$ cat src/rtl/sc_input_conditioner_pkg.sv
`default_nettype none
// ============================================================================
// Module      : sc_input_conditioner_pkg
// Description : Default sizing and IO address map for the input conditioner.
// Revision    : 1.0 - initial release
// ============================================================================
package sc_input_conditioner_pkg;

   localparam int C_NUM_SW          = 10;
   localparam int C_NUM_KEY         = 4;
   localparam int C_DEBOUNCE_CYCLES = 50000;
   localparam int C_CNT_W           = 16;

   // Data-memory word addresses of the memory-mapped input registers.
   localparam logic [31:0] C_IO_SW_CLEAN_ADDR  = 32'h0000_FF00;
   localparam logic [31:0] C_IO_KEY_LEVEL_ADDR = 32'h0000_FF04;
   localparam logic [31:0] C_IO_KEY_EVENT_ADDR = 32'h0000_FF08;
   localparam logic [31:0] C_IO_KEY_ACK_ADDR   = 32'h0000_FF0C;

endpackage : sc_input_conditioner_pkg
`default_nettype wire

$ cat src/rtl/sc_input_conditioner_if.sv
`default_nettype none
// ============================================================================
// Module      : sc_input_conditioner_if
// Description : Board-pin, acknowledge and conditioned-output bundle.
// Revision    : 1.0 - initial release
// ============================================================================
interface sc_input_conditioner_if #(
   parameter int NUM_SW  = 10,
   parameter int NUM_KEY = 4
);
   logic [NUM_SW-1:0]  sw_raw;
   logic [NUM_KEY-1:0] key_raw;
   logic               ack_wr;
   logic [NUM_KEY-1:0] ack_mask;
   logic [NUM_SW-1:0]  sw_clean;
   logic [NUM_KEY-1:0] key_level;
   logic [NUM_KEY-1:0] key_event;

   modport master (
      output sw_raw, key_raw, ack_wr, ack_mask,
      input  sw_clean, key_level, key_event
   );

   modport slave (
      input  sw_raw, key_raw, ack_wr, ack_mask,
      output sw_clean, key_level, key_event
   );
endinterface : sc_input_conditioner_if
`default_nettype wire

$ cat src/rtl/sc_input_conditioner_debounce_bit.sv
`default_nettype none
// ============================================================================
// Module      : sc_input_conditioner_debounce_bit
// Description : Two-flop synchronizer plus saturating-count debouncer, 1 bit.
// Revision    : 1.0 - initial release
// ============================================================================
module sc_input_conditioner_debounce_bit #(
   parameter int   DEBOUNCE_CYCLES = 50000,
   parameter int   CNT_W           = 16,
   parameter logic RESET_VAL       = 1'b0
) (
   input  wire logic clock,
   input  wire logic reset,
   input  wire logic raw,
   output logic      stable,
   output logic      rise
);
   localparam logic [CNT_W-1:0] C_CNT_MAX = CNT_W'(DEBOUNCE_CYCLES - 1);

   logic             r_s1;
   logic             r_s2;
   logic             r_stable;
   logic [CNT_W-1:0] r_cnt;
   logic             w_differ;
   logic             w_done;
   logic             w_next_stable;

   assign w_differ      = (r_s2 != r_stable);
   assign w_done        = w_differ && (r_cnt == C_CNT_MAX);
   assign w_next_stable = w_done ? r_s2 : r_stable;

   always_ff @(posedge clock or posedge reset) begin
      if (reset) begin
         r_s1     <= RESET_VAL;
         r_s2     <= RESET_VAL;
         r_stable <= RESET_VAL;
         r_cnt    <= '0;
      end else begin
         r_s1     <= raw;
         r_s2     <= r_s1;
         r_stable <= w_next_stable;
         // Count is cleared on match or completion, so it never passes C_CNT_MAX.
         if (!w_differ || w_done) begin
            r_cnt <= '0;
         end else begin
            r_cnt <= r_cnt + 1'b1;
         end
      end
   end

   assign stable = r_stable;
   // Activation edge: stable is about to leave its idle (reset) level.
   assign rise   = w_done && (r_stable == RESET_VAL);

endmodule : sc_input_conditioner_debounce_bit
`default_nettype wire

$ cat src/rtl/sc_input_conditioner.sv
`default_nettype none
// ============================================================================
// Module      : sc_input_conditioner
// Description : Debounced switches/keys with sticky, CPU-acknowledged events.
// Revision    : 1.0 - initial release
// ============================================================================
module sc_input_conditioner
   import sc_input_conditioner_pkg::*;
#(
   parameter int NUM_SW          = C_NUM_SW,
   parameter int NUM_KEY         = C_NUM_KEY,
   parameter int DEBOUNCE_CYCLES = C_DEBOUNCE_CYCLES,
   parameter int CNT_W           = C_CNT_W
) (
   input  wire logic              clock,
   input  wire logic              reset,
   sc_input_conditioner_if.slave  bus
);
   logic [NUM_SW-1:0]  w_sw_stable;
   logic [NUM_SW-1:0]  w_sw_rise_unused;
   logic [NUM_KEY-1:0] w_key_stable;
   logic [NUM_KEY-1:0] w_key_press;
   logic [NUM_KEY-1:0] w_ack_clr;
   logic [NUM_KEY-1:0] r_event;

   generate
      for (genvar i = 0; i < NUM_SW; i++) begin : g_sw
         sc_input_conditioner_debounce_bit #(
            .DEBOUNCE_CYCLES (DEBOUNCE_CYCLES),
            .CNT_W           (CNT_W),
            .RESET_VAL       (1'b0)
         ) u_db (
            .clock  (clock),
            .reset  (reset),
            .raw    (bus.sw_raw[i]),
            .stable (w_sw_stable[i]),
            .rise   (w_sw_rise_unused[i])
         );
      end

      // Keys idle high on the pins; their activation edge is the press.
      for (genvar i = 0; i < NUM_KEY; i++) begin : g_key
         sc_input_conditioner_debounce_bit #(
            .DEBOUNCE_CYCLES (DEBOUNCE_CYCLES),
            .CNT_W           (CNT_W),
            .RESET_VAL       (1'b1)
         ) u_db (
            .clock  (clock),
            .reset  (reset),
            .raw    (bus.key_raw[i]),
            .stable (w_key_stable[i]),
            .rise   (w_key_press[i])
         );
      end
   endgenerate

   assign w_ack_clr = bus.ack_wr ? bus.ack_mask : '0;

   always_ff @(posedge clock or posedge reset) begin
      if (reset) begin
         r_event <= '0;
      end else begin
         // OR-ing the press last lets a same-cycle press beat the acknowledge.
         r_event <= (r_event & ~w_ack_clr) | w_key_press;
      end
   end

   assign bus.sw_clean  = w_sw_stable;
   assign bus.key_level = ~w_key_stable;
   assign bus.key_event = r_event;

endmodule : sc_input_conditioner
`default_nettype wire

$ cat src/flat_wrapper.sv
// flat-port wrapper written by rule: the top's interface ports become plain ports
module sc_input_conditioner_flat import sc_input_conditioner_pkg::*;
#(
   parameter int NUM_SW          = C_NUM_SW,
   parameter int NUM_KEY         = C_NUM_KEY,
   parameter int DEBOUNCE_CYCLES = C_DEBOUNCE_CYCLES,
   parameter int CNT_W           = C_CNT_W
)
  (clock, reset, bus_sw_raw, bus_key_raw, bus_ack_wr, bus_ack_mask, bus_sw_clean, bus_key_level, bus_key_event);
  sc_input_conditioner_if #(.NUM_SW(NUM_SW), .NUM_KEY(NUM_KEY)) bus_i ();
  input  wire logic clock;
  input  wire logic reset;
  input wire logic [$bits(bus_i.sw_raw)-1:0] bus_sw_raw;
  input wire logic [$bits(bus_i.key_raw)-1:0] bus_key_raw;
  input wire logic [$bits(bus_i.ack_wr)-1:0] bus_ack_wr;
  input wire logic [$bits(bus_i.ack_mask)-1:0] bus_ack_mask;
  output wire logic [$bits(bus_i.sw_clean)-1:0] bus_sw_clean;
  output wire logic [$bits(bus_i.key_level)-1:0] bus_key_level;
  output wire logic [$bits(bus_i.key_event)-1:0] bus_key_event;
  assign bus_i.sw_raw = bus_sw_raw;
  assign bus_i.key_raw = bus_key_raw;
  assign bus_i.ack_wr = bus_ack_wr;
  assign bus_i.ack_mask = bus_ack_mask;
  assign bus_sw_clean = bus_i.sw_clean;
  assign bus_key_level = bus_i.key_level;
  assign bus_key_event = bus_i.key_event;
  sc_input_conditioner #(.NUM_SW(NUM_SW), .NUM_KEY(NUM_KEY), .DEBOUNCE_CYCLES(DEBOUNCE_CYCLES), .CNT_W(CNT_W)) u_core (.clock(clock), .reset(reset), .bus(bus_i));
endmodule
$ cat config.mk
export PLATFORM = sky130hd
export DESIGN_NAME = sc_input_conditioner_flat
export DESIGN_NICKNAME = d
export VERILOG_FILES = /design/src/rtl/sc_input_conditioner_pkg.sv /design/src/rtl/sc_input_conditioner_if.sv /design/src/rtl/sc_input_conditioner_debounce_bit.sv /design/src/rtl/sc_input_conditioner.sv /design/src/flat_wrapper.sv
export SDC_FILE = /design/constraint.sdc
export NUM_CORES = 1
export LEC_CHECK = 0
export CORE_MARGIN = 1
export CORE_UTILIZATION = 56
export DETAILED_ROUTE_END_ITERATION = 16
export HOLD_SLACK_MARGIN = 0.02
export PLACE_DENSITY_LB_ADDON = 0.3
export SETUP_SLACK_MARGIN = 0.1
export SYNTH_ARGS = -nofsm -noshare
export SYNTH_HDL_FRONTEND = slang
export SYNTH_SLANG_ARGS = --single-unit
$ cat constraint.sdc
create_clock -name clock -period 8.9 [get_ports clock]
set_clock_uncertainty 0.05 [all_clocks]
set_input_delay 1.78 -clock clock [delete_from_list [all_inputs] [get_ports clock]]
set_output_delay 1.78 -clock clock [all_outputs]
set_load 0.005 [all_outputs]
# After elaboration in Yosys (flattened, before gate mapping)
# Index checks and enable logic that the tools add are counted.
[totals]
regBits = 270
in_bits = 21
[op_classes]
n_eq_ne = 28
n_addsub = 14
n_bitwise = 4
n_reduce_logical = 46
n_mux = 15
[op_table]
columns = ["operator", "n"]
rows = [
  ["16-bit by 1-bit adder with 16-bit output (second input constant)", 14],
  ["16-bit equality test (second input constant)", 14],
  ["16-bit two-way mux", 14],
  ["1-bit logical AND", 18],
  ["1-bit logical NOT", 14],
  ["1-bit logical OR", 14],
  ["1-bit != test", 14],
  ["4-bit NOT", 2],
  ["4-bit bitwise AND", 1],
  ["4-bit two-way mux", 1],
  ["4-bit bitwise OR", 1],
]

# Logic depth before layout (Yosys ltp)
# Gate-level depths: netlist of the first run.
[logic_depth]
depth_word = 4
depth_mapped = 6
ltp_nobuf = 5

# Cells and area by module
# A second synthesis of the first run with hierarchy kept.
[hier_totals]
cells_unflattened = 1247
area_unflattened_um2 = 12842.3
[by_module_without_submodules]
columns = ["mod", "area_per_inst_um2", "cells_per_inst", "instances"]
rows = [
  ["sc_input_conditioner_debounce_bit (u_core.g_sw[0].u_db ...)", 902.1, 88, 9],
  ["sc_input_conditioner_debounce_bit (u_core.g_key[0].u_db ...)", 913.4, 88, 4],
  ["sc_input_conditioner_debounce_bit (u_core.g_sw[3].u_db)", 905.9, 86, 1],
  ["sc_input_conditioner", 163.9, 17, 1],
]

# Least setup slack after synthesis of the first run
# OpenSTA, ideal clock, no wires.
[synth_path]
path_type = "register to output"
startpoint = "reg u_core.g_key[2].u_db.r_stable"
endpoint = "out bus_key_level[2]"
stages_incl_launch_ff = 2
path_buffers = 0
required_time_ns = 7.070
arrival_ns = 0.574
path_slack_ns = 6.496
path_cell_list = "dfstp_2 > inv_1"
[synth_via]
elab_chain_len = 1
[synth_rtl]
columns = ["item", "line", "rtl"]
rows = [
  ["from (decl)", "sc_input_conditioner_debounce_bit.sv:22", "logic r_stable;"],
  ["from (signal assigned)", "sc_input_conditioner_debounce_bit.sv:41", "r_stable <= w_next_stable;"],
  ["4-bit NOT", "sc_input_conditioner.sv:69", "assign bus.key_level = ~w_key_stable;"],
  ["to (decl)", "flat_wrapper.sv:18", "output wire logic [$bits(bus_i.key_level)-1:0] bus_key_level;"],
]
# No other way between the ends.

==> results.txt, run 1 <==
- Growth of design area from synthesis to finish: 13.14%
- Setup violations remaining at the end of the flow were counted as 0.
* Die boundary width: 151.0 um
* Transition time of the tightest slew-check pin: 1.067 ns
- Per report_power, the clock group accounts for 48.0% of the total.
- CTS sink count: 270
* CTS tree: done
* Cell count after synthesis: 1197
- The critical path in this run is classified as in2async.
- DR vias: 8489
- Signal arrival time at the worst endpoint: 4.10 ns
* Site row count: 54
* CTS clk-pin slew, worst paths: 0.06 ns
* Per-cell routed wire length: 14.02 um
- Leading area contributor after synthesis: dfrtp_1
* Count of different cell masters after synthesis: 41
- The longest clock path from root to sink contains 3 buffers.
- STA classifies the critical path startpoint as an input pin.
- The number of antenna violations at the first check in global routing was 0.
- Summed over all nets, the switching power comes to 0.0005405 W.
- Number of design-rule violations left by the first detailed-router iteration: 442
- Sequential fraction of the synthesis area: 54.48%
* Final count of hold timing violations: 0
- Entering global routing, the biggest net connects 197 pins.
- FFs w/ async S/R, synth: 100.0%
- Share of power burned in registers: 48.9%
- Along the worst hold path, the cell count comes to 0.
* Status: finished, final reports clean
- Max IR drop VDD: 0.1448 mV
- Synthesis produced a netlist with a net count of 1232.
- Number of buffers created by CTS: 29
- Setup repair after global routing left no endpoint under its margin.
- Reg-to-reg critical path startpoint: u_core.g_sw[7].u_db.r_cnt[0]
- The first global-routing pass estimated 37340 um of wire.
- Number of enable flip-flop cells after synthesis: 0
- Chip height: 151.0 um
- Count of final max-slew check failures: 0
- Number of vias per cell: 5.498
* Fin Setup TNS: 0 ns
- For this run, design rule violations remaining after detail routing come to 0.
- For the worst setup path, the data required time is 9.41 ns.
- The tightest min-delay check is of the reg2reg type.
- Final hold analysis gives a worst-case slack of 0.2971 ns.
- Total die area: 0.02280 mm^2
- For this design the static power due to leakage is 5.714 nW.
- The worst hold path begins at u_core.g_sw[0].u_db.r_s1.
- The worst register-to-register path has a setup slack of 6.73 ns.
* Area contributors post-synth: dfrtp_1 52%, xnor2_1 9.9%, nor2_1 7.3%
* Leading register cell type out of synthesis: dfrtp_1
- Synthesis Warnings: 0
- Detailed Route WL: 21640 um
- Once the clock tree was built, the setup fixing pass inserted 0 buffers.
- Ratio of cells with drive above 1 in the final layout: 6.883%
- The worst setup path is captured at an async pin.
- For this run, the total global-route usage over all layers was measured as 19.82%.
- After global routing the overflow that remains totals 0.
- The tool flagged a number of max-cap violations equal to 0.
- Area fraction of the dominant cell type after synthesis: 51.94%
* Worst R2R Path Depth: 5
- The cell area that synthesis handed to floorplanning was 0.01243 mm^2.
* Share of the clock period used by the worst path after layout: 40.44%
* Critical register-to-register path endpoint: u_core.g_sw[7].u_db.r_cnt[9]
* Max-slew headroom at the worst pin: 28.86%
* Number of nets with antenna violations after routing: 0
- Count of port buffers added during placement: 38
- After clock tree synthesis, the repair step resized 0 gates.
- Area inside the core boundary: 0.02182 mm^2
- Internal power: 0.002057 W
* Combinational share of power: 3.0%
- The congestion estimate from routability-driven global placement came to 0.8484.
- Yosys reg bits: 270
- Ant. Diodes: 0
- After legalization and detailed placement, the total HPWL measured 13710 um.
- After clock tree synthesis, the flow added hold-fix buffers numbering 0.
- Pin placement for this block handled 39 I/O pins.
- Count of nets after finishing: 1277
- The number of global-route vias before repair came to 8161.
* Root buffer cell: clkbuf_16
- Averaged over all synthesized cells, the footprint is 10.38 um^2.
- Period minus WS final: 3.599 ns
* Number of iterations in the first detailed-routing pass: 6
- Once the floorplan was initialized, standard cells occupied 56.95% of the core.
- Power per unit of standard cell area: 184.7 mW/mm^2
- Worst skew pair latency: 0.53 ns
- Of the total power, the share spent switching nets is 20.80%.
* Critical path peak fanout: 196
- The worst hold path terminates at u_core.g_sw[0].u_db.r_s2.
- In this run the number of H-tree levels came out at 1.
- Derived from the worst setup path, the maximum achievable clock frequency is 277.8 MHz.
## sequential cells by signal (all words and copies together) (netlist names)
| signal | count |
|---|---|
| u_core.g_sw.u_db.r_cnt | 160 |
| u_core.g_key.u_db.r_cnt | 64 |
| u_core.g_sw.u_db.r_s1 | 10 |
| u_core.g_sw.u_db.r_s2 | 10 |
| u_core.g_sw.u_db.stable | 10 |
| u_core.bus.key_event | 4 |
| u_core.g_key.u_db.r_s1 | 4 |
| u_core.g_key.u_db.r_s2 | 4 |
| u_core.g_key.u_db.stable | 4 |
## synthesized netlist by cell type (10+ instances only)
master    number
nor4_1        43
nor4bb_1      16
xor2_1        64
dfstp_2       12
nand2_1       56
dfrtp_1      258
and4_1        13
xnor2_1      141
clkbuf_1      13
nor2_1       243
mux2_2        13
nor4b_1       11
buf_4         10
and3_1        20
ha_1          14
nor3_1        44
nand4_1       62
inv_1         39
nand3_1       78
## per-layer routing
| layer | global-route usage, % | part of all wire, % |
|---|---|---|
| met1 | 27.95 | 49 |
| met3 | 3.223 | 3.2 |
| met5 | 0 | 0 |
| met4 | 5.100 | 1.7 |
| met2 | 32.04 | 46 |
## worst max-delay path by stage
stage	startpoint	endpoint	slack [ns]	cells after the start
global placement	reset	u_core.g_sw[5].u_db.r_cnt[11]	4.73	4
detailed placement	reset	u_core.g_key[0].u_db.r_cnt[13]	4.69	4
global route	reset	u_core.g_key[3].u_db.r_cnt[15]	4.97	4
CTS	reset	u_core.g_key[3].u_db.r_cnt[15]	5.25	4
finish	reset	u_core.g_key[3].u_db.r_cnt[15]	5.30	4
floorplan	reset	u_core.bus.key_event[0]	3.51	1
## critical path, cell delays in order
cell and delay [ns]:
clkdlybuf4s50_1 0.44, clkinvlp_4 0.19, buf_12 0.65, buf_4 0.81
## cell type report
type,count,area [um^2]
Multi-Input combinational cell,860,5358
Tap cell,280,350.3
Timing Repair Buffer,42,422.9
Clock buffer,44,862.1
Fill cell,1718,7761
Inverter,39,150.1
Sequential cell,270,6771
Clock inverter,9,147.6
## kinds of logic (layout without fill, tap and decap cells)
kind of cell               after synthesis  in the layout  synth area share, %
adders and majority gates               14             14                1.409
muxes                                   14             14                1.299
DFF                                    270            270                54.48
buffers and inverters                   67            134                2.416
xor gates and xnor gates               205            205                14.45
and+or+nand+nor                        609            609                24.72
AOI/OAI and AO/OA                       18             18                1.228
## placed cells by master (no fill, tap or decap), types with 4 or more instances in the layout
cell | netlist | layout
clkbuf_8 | 0 | 8
o31ai_1 | 5 | 5
nor4_1 | 43 | 43
xnor2_1 | 141 | 141
a21oi_1 | 5 | 5
nand4_1 | 62 | 62
nor4bb_1 | 16 | 16
clkdlybuf4s50_1 | 0 | 38
clkinv_2 | 0 | 4
ha_1 | 14 | 14
nand2_1 | 56 | 56
xor2_1 | 64 | 64
clkbuf_1 | 13 | 7
and3_1 | 20 | 20
bufinv_16 | 0 | 4
or3_1 | 6 | 6
clkbuf_16 | 0 | 29
dfrtp_1 | 258 | 258
nor4b_1 | 11 | 11
dfstp_2 | 12 | 12
nor3_1 | 44 | 44
inv_1 | 39 | 38
mux2_2 | 13 | 13
nor2_1 | 243 | 243
and4_1 | 13 | 13
nand3_1 | 78 | 78
## stage by stage
stage	util (%)	cell area [um^2]	std cells	setup WS (ns)	total power [W]
floorplan	-	12430	1197	3.512	0.001345
detailed placement	59.81	13050	1491	4.692	0.001374
finish	64.44	14060	1544	5.301	0.002598
global placement	59.81	13050	1491	4.734	0.001371
CTS	64.44	14060	1544	5.254	0.002629
global route	64.44	14060	1544	4.973	0.002690
## power by group through the flow
stage	Clock (W)	Sequential [W]	Combinational, W
floorplan	0	0.00129	0.0000564
global placement	0	0.00129	0.0000795
detailed placement	0	0.00129	0.0000817
CTS	0.00128	0.00127	0.0000824
global route	0.00132	0.00127	0.0000927
finish	0.00125	0.00127	0.0000792
Power figures use the tool's default switching activity.
==> inputs of run 2 (changes only) <==
Settings changed: CORE_UTILIZATION 56 to 60.
Clock period 8.9 ns to 3.5 ns, I/O delays scaled along.
==> results.txt, run 2 (synthesized netlist as in run 1, its figures left out) <==
- Status: finished, final reports clean (unchanged).
- The iteration count of the initial detailed-routing pass was 4 (was 6).
- Total die area: 0.02130 mm^2 (was 0.02280 mm^2)
* HPWL after detailed placement: 14110 um (was 13710 um)
- Root buffer cell: clkbuf_16 (unchanged)
* CTS tree: done (unchanged)
- The DRC violation total after the first TritonRoute iteration was 439 (was 442).
- Post-CTS sizing: 0 (unchanged)
- The insertion delay to the later sink of the worst-skew pair is 0.55 ns (was 0.53 ns).
* Largest register by flop count: u_core.g_sw.u_db.r_cnt (unchanged)
- Critical path class: reg2out (was in2async)
- The setup TNS after final layout came to 0 ns (unchanged).
- The final antenna diode count was 0 (unchanged).
- Count of final max-slew check failures: 0 (unchanged)
- Growth of design area from synthesis to finish: 13.15% (was 13.14%)
- Most common library cell in the layout ignoring fill and taps: dfrtp_1 (unchanged)
* Aggregate global routing overflow: 0 (unchanged)
- The met3 usage is 3.856% (was 3.223%).
* Detailed Route WL: 21520 um (was 21640 um)
- The number of flip-flops under the largest register name was 160 (unchanged).
* Multi-input gate area in the final layout: 0.005358 mm^2 (unchanged)
- Registers with the most flip-flops: u_core.g_sw.u_db.r_cnt x160, u_core.g_key.u_db.r_cnt x64 (unchanged).
- The number of global-route vias before repair is 8560 (was 8161).
- Cell leakage power: 5.725 nW (was 5.714 nW)
- The proportion of layout cells with a drive suffix above 1 is 7.194% (was 6.883%).
- GR Util met2: 35.53% (was 32.04%)
- Cts hold-fix bufs: 0 (unchanged)
- Fill cell count: 1480 (was 1718)
* Max Freq: 421.6 MHz
- CTS clk-pin slew, worst paths: 0.06 ns (about the same)
* Power per unit of standard cell area: 459.4 mW/mm^2 (was 184.7 mW/mm^2)
- Max IR drop VDD: 0.3553 mV (was 0.1448 mV)
- The type of the tightest min-delay check was reg2reg (unchanged).
- Max-slew headroom at the worst pin: 50.40% (was 28.86%)
- The number of buffers inserted by port buffering came to 38 (unchanged).
- The total DRC errors in the routed layout is 0 (unchanged).
- Die boundary width: 145.9 um (was 151.0 um)
- The wire length of the first global-routing pass is 38780 um (was 37340 um).
- Data required time of the worst path: 2.75 ns (was 9.41 ns)
* Final estimated routing congestion in global placement: 0.8448 (was 0.8484)
- Instance area at placement: 0.01310 mm^2 (was 0.01305 mm^2)
* Final count of hold timing violations: 0 (unchanged)
- Dividing the final minimum period by the clock period gives 67.77%.
* Worst hold slack across all endpoints: 0.2983 ns (was 0.2971 ns)
- Most frequent cells in the layout: 258 x dfrtp_1, 243 x nor2_1, 141 x xnor2_1 (unchanged).
- The number of nets with antenna violations after routing came to 0 (unchanged).
- After layout, the minimum clock period comes to 2.372 ns.
* Setup-violating endpoint count in the final report: 0 (unchanged)
- The number of placement rows was 52 (was 54).
* DR vias: 8517 (was 8489)
- CTS sink count: 270 (unchanged)
- Finished layout cell area: 0.01406 mm^2 (about the same)
- Number of max-cap violations: 0 (unchanged)
* Chip height: 145.9 um (was 151.0 um)
- GRT Total Usage: 21.54% (was 19.82%)
* CP Launch Type: register (was input pin)
- Antenna violations before repair: 0 (unchanged)
- The register cell area after layout is 0.006771 mm^2 (unchanged).
- Pin count of the biggest net entering global routing: 76 (was 197)
- Count of pins on the block boundary: 39 (unchanged)
* Buffers from clock root to sink, at most: 3 (unchanged)
- Number of buffers created by CTS: 29 (unchanged)
- The depth of the CTS H-tree is 1 (unchanged).
- The routed length per placed instance came to 14.02 um (about the same).
* Starting density of the core: 61.23% (was 56.95%)
* Transition time of the tightest slew-check pin: 0.7359 ns (was 1.067 ns)
- The core area was 0.02030 mm^2 (was 0.02182 mm^2).
- Setup Fix Bufs, Post-CTS: 0 (unchanged)
- Signal arrival time at the worst endpoint: 1.62 ns (was 4.10 ns)
- Critical path peak fanout: 3 (was 196)
- Met1 usage in global routing: 29.39% (was 27.95%)
- RSZ-0062 raised after global routing: false (unchanged)
* Count of nets after finishing: 1280 (was 1277)
* Number of vias per cell: 5.549 (was 5.498)
- Most congested layer reported by global routing: met2 (unchanged)
* Final core utilization: 69.28% (was 64.44%)
- Setup crit end kind: output pin (was async pin)
[run 2: worst paths after layout]
check | slack (ns) | endpoint | cells after the start | start
worst max-delay path | 1.13 | bus_key_level[1] | 2 | u_core.g_key[1].u_db.stable
worst min-delay path | 0.30 | u_core.g_sw[6].u_db.r_s2 | 0 | u_core.g_sw[6].u_db.r_s1
worst max register to register | 1.31 | u_core.g_sw[5].u_db.r_cnt[6] | 5 | u_core.g_sw[5].u_db.r_cnt[4]
worst min register to register | 0.30 | u_core.g_sw[6].u_db.r_s2 | 0 | u_core.g_sw[6].u_db.r_s1
max in group asynchronous | 2.04 | u_core.g_sw[9].u_db.r_cnt[4] | 3 | reset
min in group asynchronous | 0.58 | u_core.g_sw[1].u_db.r_cnt[14] | 2 | reset
[run 2: where the power goes]
part           switching (W)  internal [W]  total, W
logic               0.000133     0.0000753  0.000208
clock network        0.00120       0.00182   0.00302
registers          0.0000495       0.00318   0.00323
[run 2: final cells by class]
| class | count | area share, % |
|---|---|---|
| inverter | 39 | 1.068 |
| clock buffer | 40 | 5.952 |
| timing repair buffer | 45 | 3.434 |
| clock inverter | 11 | 0.8986 |
| tap | 270 | 2.402 |
| sequential | 270 | 48.15 |
| multi-input combinational | 860 | 38.10 |
[run 2: through the flow]
step / setup WS [ns] / std cells / total power [W]
floorplan: -0.8076 / 1197 / 0.003420
global route: 1.056 / 1535 / 0.006711
detailed placement: 1.393 / 1484 / 0.003502
global placement: 1.423 / 1484 / 0.003494
CTS: 1.090 / 1535 / 0.006555
finish: 1.128 / 1535 / 0.006460
[run 2: layer usage]
layer,up-vias,share of wire (%)
met1,4140,46
met4,0,1.9
met5,-,0
met2,139,48
li1,4207,-
met3,31,3.9
[run 2: critical path: stages (launching register included)]
cell and delay [ns]:
dfstp_2 0.54, inv_1 0.05, clkdlybuf4s50_1 0.48
==> RTL edit, RTL diff (settings of run 1) <==
Set the package constant `C_CNT_W` to 24 (it was 16).
--- a/src/rtl/sc_input_conditioner_pkg.sv
+++ b/src/rtl/sc_input_conditioner_pkg.sv
@@ -10,5 +10,5 @@
    localparam int C_NUM_KEY         = 4;
    localparam int C_DEBOUNCE_CYCLES = 50000;
-   localparam int C_CNT_W           = 16;
+   localparam int C_CNT_W           = 24;
 
    // Data-memory word addresses of the memory-mapped input registers.
Check against the original RTL: same outputs for any inputs over 10 cycles, from zero or initial values and one cycle with reset high; that may be too few to reach the edited logic, so the function may still have changed.
==> RTL edit against run 1 <==
Sequential cell count rose by 112. Sequential share of layout area decreased by 2.3 points. Power increased by 38%. Routed wire length up 70%. Cell area increased by 48%. Utilization down 0.81 points. First-iteration DRC count is 120% higher. Setup slack lost 0.077 ns. Largest power group unchanged. Cell count increased by 56%. Area after synthesis is 51% higher. Maximum frequency decreased by 2.1%.
==> RTL edit: results (changes against run 1) <==
- Layout Nets: 1969 (+54%)
- First-pass GRT wire length: 64200 um (+72%)
- Placed Instances: 2333 (+56%)
- Sequential cell area share: 45.9% (-2.3 points)
- Post-Place Setup Slack: 4.54 ns (-0.147 ns)
- Hold slack: 0.296 ns (-0.00127 ns)
- Fraction of area in multi-input gates: 41.5% (+3.4 points)
- Invs w/o clock: 63 (+62%)
- Maximum number of pins on one net before global-route repair: 144 (-27%)
- Routability cong.: 0.828 (-2.4%)
- Layout cells sized above 1: 6.27% (-0.61 points)
- Worst r2r src: u_core.g_sw[6].u_db.r_cnt[19]
- GR Layer Usage met3: 3.20% (-0.018 points)
- NonClk Buf Share: 2.32% (-0.69 points)
- Top flop regs: u_core.g_sw.u_db.r_cnt (240), u_core.g_key.u_db.r_cnt (96)
- Synth Area in XOR/XNOR: 8.99% (-5.5 points)
- Register area: 9570 sq um (+41%)
- Synth top area cells: dfrtp_1 (49%), xnor2_1 (5.4%), nor2_1 (4.7%), xor2_1 (3.6%), or4_1 (3.3%)
- Synth cell count leaders: dfrtp_1 (370), nor2_1 (234), a21oi_1 (120)
- Post-synthesis compound-gate area fraction: 8.91% (+7.7 points)
- Peak VDD IR: 0.000129 V (-11%)
- Switching power: 0.756 mW (+40%)
- Vias in the first global route: 13900 (+71%)
- CP max FO: 65 (-67%)
- GR Layer Usage met1: 30.4% (+2.5 points)
- Clk_buf instances: 63 (+43%)
- Vias/cell: 6.02 (+9.5%)
- Adder-cell area share of the yosys netlist: 0.931% (-0.48 points)
- Distinct cells, synth: 51 (+24%)
- Row count: 66 (+22%)
- Status: finished clean
- Met2 WL post-DR: 17700 um (+77%)
- Gr usage total: 22.2% (+2.4 points)
- H-tree depth: 2 (+1)
- CTS buffer count: 41 (+41%)
- Leakage: 8.22 nW (+44%)
- Post-synthesis sequential area ratio: 50.9% (-3.6 points)
- Placed Area: 19500 sq um (+50%)
- CP arrival: 4.18 ns (+0.08 ns)
- Reg2Reg Depth: 3 (-2)
- Mux cell area share after synthesis: 0.971% (-0.33 points)
- Met3 WL: 1410 um (+100%)
- Avg Cell Area, Syn: 9.79 sq um (-5.7%)
- Non-filler instance count after layout: 2403 (+56%)
- Hold path start: u_core.g_sw[9].u_db.r_s1
- Worst reg2reg endpoint: u_core.g_sw[6].u_db.r_cnt[17]
- Clock Sinks: 382 (+41%)
- Filler instances: 2614 (+52%)
- Final clock-cell share: 6.45% (-0.73 points)
==> RTL edit: power groups by stage <==
stage / combinational (mW) / sequential (mW) / clock [mW]
after global routing: 0.126 / 1.78 / 1.81
after floorplan: 0.0776 / 1.81 / 0
final: 0.108 / 1.78 / 1.70
after global placement: 0.109 / 1.81 / 0
after CTS: 0.112 / 1.78 / 1.75
after detailed placement: 0.111 / 1.81 / 0
==> RTL edit: worst max-delay path, stage by stage <==
cell,delay (ns)
clkdlybuf4s50_1,0.44
clkinvlp_4,0.49
buf_4,0.63
buf_4,0.74
==> RTL edit: worst max-delay path by stage <==
stage / to / slack (ns)
after CTS: u_core.g_key[0].u_db.r_cnt[7] / 5.11
after global placement: u_core.g_key[0].u_db.r_cnt[22] / 4.56
after floorplan: u_core.bus.key_event[0] / 1.95
after detailed placement: u_core.g_key[0].u_db.r_cnt[22] / 4.54
after global routing: u_core.g_key[2].u_db.r_cnt[9] / 4.83
final: u_core.g_key[0].u_db.r_cnt[4] / 5.22
